### config.mk
export PLATFORM = sky130hd
export DESIGN_NAME = cpu_sram_arbiter
export DESIGN_NICKNAME = d
export VERILOG_FILES = /design/src/rtl/cpu_sram_arbiter.sv
export SDC_FILE = /design/constraint.sdc
export NUM_CORES = 1
export LEC_CHECK = 0
export CELL_PAD_IN_SITES_DETAIL_PLACEMENT = 1
export CELL_PAD_IN_SITES_GLOBAL_PLACEMENT = 2
export CORE_UTILIZATION = 25
export CTS_CLUSTER_SIZE = 10
export DETAILED_ROUTE_END_ITERATION = 10
export GPL_TIMING_DRIVEN = 0
export PLACE_DENSITY_LB_ADDON = 0.1
export SETUP_SLACK_MARGIN = 0.2
export SYNTH_ARGS = -nofsm -noshare
export SYNTH_HDL_FRONTEND = slang
export SYNTH_SLANG_ARGS = --single-unit
### constraint.sdc
create_clock -name clk -period 1.65 [get_ports clk]
set_input_delay 0.4125 -clock clk [delete_from_list [all_inputs] [get_ports clk]]
set_output_delay 0.4125 -clock clk [all_outputs]
set_load 0.05 [all_outputs]
### src/rtl/cpu_sram_arbiter.sv
// ============================================================================
//  Module   : cpu_sram_arbiter
//  Purpose  : Shares one SRAM-like master port between the CPU fetch and data
//             requesters and generates the pipeline stall signals.
//  Option   : ARB_RDATA_BYPASS_EN - forward m_rdata in the data_ok cycle.
//  Revision : 1.0 - initial release
// ============================================================================
`default_nettype none

module cpu_sram_arbiter (
    input  logic        clk,
    input  logic        rst,
    input  logic        inst_req,
    input  logic [31:0] inst_addr,
    output logic [31:0] inst_rdata,
    input  logic        data_req,
    input  logic        data_wr,
    input  logic [3:0]  data_wstrb,
    input  logic [31:0] data_addr,
    input  logic [31:0] data_wdata,
    output logic [31:0] data_rdata,
    input  logic        div_stall,
    output logic        i_stall,
    output logic        d_stall,
    output logic        longest_stall,
    output logic        m_req,
    output logic        m_wr,
    output logic [3:0]  m_wstrb,
    output logic [31:0] m_addr,
    output logic [31:0] m_wdata,
    input  logic        m_addr_ok,
    input  logic        m_data_ok,
    input  logic [31:0] m_rdata
);

    typedef enum logic [1:0] {
        S_IDLE = 2'd0,
        S_ADDR = 2'd1,
        S_DATA = 2'd2
    } state_t;

    state_t      r_state;
    state_t      w_state_nxt;

    logic        r_owner;
    logic        r_i_done;
    logic        r_d_done;
    logic [31:0] r_i_buf;
    logic [31:0] r_d_buf;
    logic        r_m_req;
    logic        r_m_wr;
    logic [3:0]  r_m_wstrb;
    logic [31:0] r_m_addr;
    logic [31:0] r_m_wdata;

    logic        w_i_pend;
    logic        w_d_pend;
    logic        w_cpl;
    logic        w_i_set;
    logic        w_d_set;
    logic        w_i_hit;
    logic        w_d_hit;
    logic        w_longest;

    assign w_i_pend = inst_req & ~r_i_done;
    assign w_d_pend = data_req & ~r_d_done;
    assign w_cpl    = (r_state == S_DATA) & m_data_ok;
    assign w_i_set  = w_cpl & ~r_owner;
    assign w_d_set  = w_cpl &  r_owner;

`ifdef ARB_RDATA_BYPASS_EN
    assign w_i_hit    = w_i_set;
    assign w_d_hit    = w_d_set;
    assign inst_rdata = w_i_hit ? m_rdata : r_i_buf;
    assign data_rdata = w_d_hit ? m_rdata : r_d_buf;
`else
    assign w_i_hit    = 1'b0;
    assign w_d_hit    = 1'b0;
    assign inst_rdata = r_i_buf;
    assign data_rdata = r_d_buf;
`endif

    assign i_stall       = inst_req & ~r_i_done & ~w_i_hit;
    assign d_stall       = data_req & ~r_d_done & ~w_d_hit;
    assign w_longest     = i_stall | d_stall | div_stall;
    assign longest_stall = w_longest;

    assign m_req   = r_m_req;
    assign m_wr    = r_m_wr;
    assign m_wstrb = r_m_wstrb;
    assign m_addr  = r_m_addr;
    assign m_wdata = r_m_wdata;

    always_ff @(posedge clk or negedge rst) begin
        if (!rst) begin
            r_state <= S_IDLE;
        end else begin
            r_state <= w_state_nxt;
        end
    end

    always_comb begin
        w_state_nxt = r_state;
        case (r_state)
            S_IDLE:  if (w_d_pend || w_i_pend) w_state_nxt = S_ADDR;
            S_ADDR:  if (m_addr_ok)            w_state_nxt = S_DATA;
            S_DATA:  if (m_data_ok)            w_state_nxt = S_IDLE;
            default:                           w_state_nxt = S_IDLE;
        endcase
    end

    always_ff @(posedge clk or negedge rst) begin
        if (!rst) begin
            r_owner   <= 1'b0;
            r_i_done  <= 1'b0;
            r_d_done  <= 1'b0;
            r_i_buf   <= 32'd0;
            r_d_buf   <= 32'd0;
            r_m_req   <= 1'b0;
            r_m_wr    <= 1'b0;
            r_m_wstrb <= 4'd0;
            r_m_addr  <= 32'd0;
            r_m_wdata <= 32'd0;
        end else begin
            // Data wins arbitration: it belongs to the older instruction.
            if (r_state == S_IDLE) begin
                if (w_d_pend) begin
                    r_owner   <= 1'b1;
                    r_m_req   <= 1'b1;
                    r_m_wr    <= data_wr;
                    r_m_wstrb <= data_wr ? data_wstrb : 4'd0;
                    r_m_addr  <= data_addr;
                    r_m_wdata <= data_wdata;
                end else if (w_i_pend) begin
                    r_owner   <= 1'b0;
                    r_m_req   <= 1'b1;
                    r_m_wr    <= 1'b0;
                    r_m_wstrb <= 4'd0;
                    r_m_addr  <= inst_addr;
                    r_m_wdata <= 32'd0;
                end
            end

            if ((r_state == S_ADDR) && m_addr_ok) begin
                r_m_req <= 1'b0;
            end

            if (w_i_set) r_i_buf <= m_rdata;
            if (w_d_set) r_d_buf <= m_rdata;

            // A completion in the same cycle as a pipeline advance keeps the flag set.
            r_i_done <= w_i_set | (r_i_done & w_longest);
            r_d_done <= w_d_set | (r_d_done & w_longest);
        end
    end

endmodule

`default_nettype wire

==> results.ini <==
[place]
port_buffers = 276
gp_congestion = 0.701
placed_cells = 899
place_hpwl_mm = 12.7

[cells_and_area]
final_layout_size_suffix_gt1_share_pct = 52.6
fin_cells = 962
area_delta_synth_final_pct = 79.8
fin_util_pct = 46.5
final_cell_mix = dfrtp_1 (137), clkdlybuf4s50_1 (136), buf_4 (125)
layout_commonest_cell = dfrtp_1
finalNetCount = 813

[timing]
timing.hold.ws_ns = -0.000511
max_freq_mhz = 517
tightestPinTransition_ns = 0.689
period_share_pct = 117
slew-limit-headroom_pct = 54.1
finalSetupViolCount = 72
grt_setup_unrepaired = true
setup_slack_ns = -0.283
hold_viol = 1
fin_crit_ns = 1.93
final.setup_skew_ns = 0.00748
maxSlewViolCount = 0

[setup_path]
startpoint_type = flop
crit_type = reg -> out
max_stage_delay_ns = 0.36
slowest_stage = or3_4
crit_buf_inv = 3
crit_fanout = 2
cp_data_arrival_time_ns = 1.52
crit_family = simple AND/OR/NAND/NOR gates
cp.required_ns = 1.24
cp_common_cell = buf_8
worstSetupEndpointType = output pin
path_cells = nand2b_4 -> buf_8 -> inv_8 -> or3_4 -> buf_8

[drt]
wirelength_mm = 18.6
route.detailed.wl_per_inst_um = 19.3
drt_iter0_drc = 79
drc = 0
ant_nets = 0
vias_per_cell = 4.44
drtPass1Iterations = 4
vias = 4270

[clock_tree]
cts_tree = done
ctsRootBufferMaster = clkbuf_16
clockBufferDepth = 2
clkSinkCount = 139
cts_hold_buffers = 0
clk_pin_slew_ns = 0.06
insertion_delay_ns = 0.41
cts_buffers = 17
cts-htree-levels = 4

[floorplanning]
start_util_pct = 25.9
rows = 53
die_area_um2 = 22600
core_um2 = 21300
die_w_um = 150
dieHeight_um = 150
io_pins = 277

[yosys]
synth_flop_cell = dfrtp_1
synthDistinctLibCells = 20
ys_ff_latch = 139
async_flop_share_pct = 100
synth_edf_count = 0
netlist_instances = 347
syn_area_um2 = 5510
synth_fp_nets = 487
yosysWarnings = 0
ys_seq_area_share_pct = 63.2
post_synth.cell_area_avg_um2 = 15.9

[pwr]
p_leak_nw = 4.61
powerDensity_nw_per_um2 = 2420
peakVddDrop_mv = 1.45

[global_route]
grt_usage_pct = 16.0
grt.busiest_layer = met2
overflow = 0
gr-usage-met1_pct = 18.5
use_met2_pct = 27.1
grt_pass1_wl_mm = 27.2
grt_max_degree = 71
met3_usage_pct = 6.03
grt_pass1_vias = 4663
antenna_found_initial = 1

[run_status]
status = complete, but fails checks
violations = hold timing, setup timing

[flow_run]
cap_violations = 0

[hold_path]
min_path_type = in -> async

## cell families (layout without fill, tap and decap cells)
family | Yosys count | after routing | synth area share [%]
multiplexers | 128 | 128 | 26.2
AO/OA/AOI/OAI | 44 | 44 | 6.86
flip-flops | 139 | 139 | 63.2
AND/OR/NAND/NOR | 14 | 14 | 1.43
other | 0 | 1 | 0
buffers and inverters | 22 | 361 | 2.34
## where the power goes
group	switching, W	leakage [nW]	total (W)	internal, W
Combinational	0.00834	2.64	0.0143	0.00598
Clock	0.00151	0.261	0.00362	0.00211
Sequential	0.000984	1.71	0.00604	0.00505
Total	0.0108	4.61	0.0240	0.0131
## routing by layer
metal	vias up	wire length (um)	part of all wire, %
li1	1928	-	-
met1	2162	7030	38
met2	165	9540	51
met3	15	1710	9.2
met4	0	278	1.5
met5	-	0	0
## Yosys cell counts (2+ instances only)
cell type	number	share of area, %
dfrtp_1	139	63
nand2_1	3	0.20
o21ai_0	5	0.45
a32o_1	4	0.73
buf_4	6	0.82
mux2_2	128	26
buf_2	13	1.2
a22o_1	33	5.3
nand2b_1	3	0.34
nand3b_1	2	0.27
nor2_1	2	0.14
## flip-flops by register name (all words and copies together), names as in the netlist
register    count
m_wr            1
m_wstrb         4
data_rdata     32
m_addr         32
r_state         2
m_req           1
r_owner         1
r_i_done        1
m_wdata        32
r_d_done        1
inst_rdata     32
## area by class of cell
cell class | count | area [um2]
Multi-Input combinational cell | 186 | 2190
Tap cell | 275 | 344
Fill cell | 2133 | 11400
Timing Repair Buffer | 307 | 3020
Buffer | 21 | 295
Sequential cell | 139 | 3480
Antenna cell | 1 | 2.50
Clock inverter | 14 | 121
Inverter | 1 | 11.3
Clock buffer | 18 | 439
## stage by stage
step	hold slack, ns	area, um2	power, W	worst slack, ns	TNS, ns
4_1_cts	0.0197	9390	0.0232	-0.313	-4.27
3_3_place_gp	0.472	8640	0.0185	-5.64	-841.35
5_1_grt	0.0449	9900	0.0251	-0.341	-10.59
6_report	-0.000511	9900	0.0240	-0.283	-5.97
2_1_floorplan	0.117	5540	0.0141	0.120	0
3_5_place_dp	0.466	8670	0.0187	-1.02	-62.89
## timing repair
action / in CTS / in global routing
gates cloned: 3 / 8
resized for setup: 928 / 67
pin swaps: 8 / 20
setup buffers: 10 / 9
endpoints found under the setup margin: 268 / 163
## worst paths after layout
check | to | cells past startpoint | slack [ns] | from
max | longest_stall | 5 | -0.28 | r_d_done
min | m_addr[18] | 1 | -0.0005 | rst
max reg2reg | m_addr[30] | 10 | -0.14 | r_d_done
min reg2reg | m_req | 2 | 0.49 | m_req
max in group asynchronous | r_state[0] | 2 | 0.81 | rst
min in group clk | m_req | 2 | 0.49 | m_req
No activity file was read; power rests on OpenSTA's default activity.
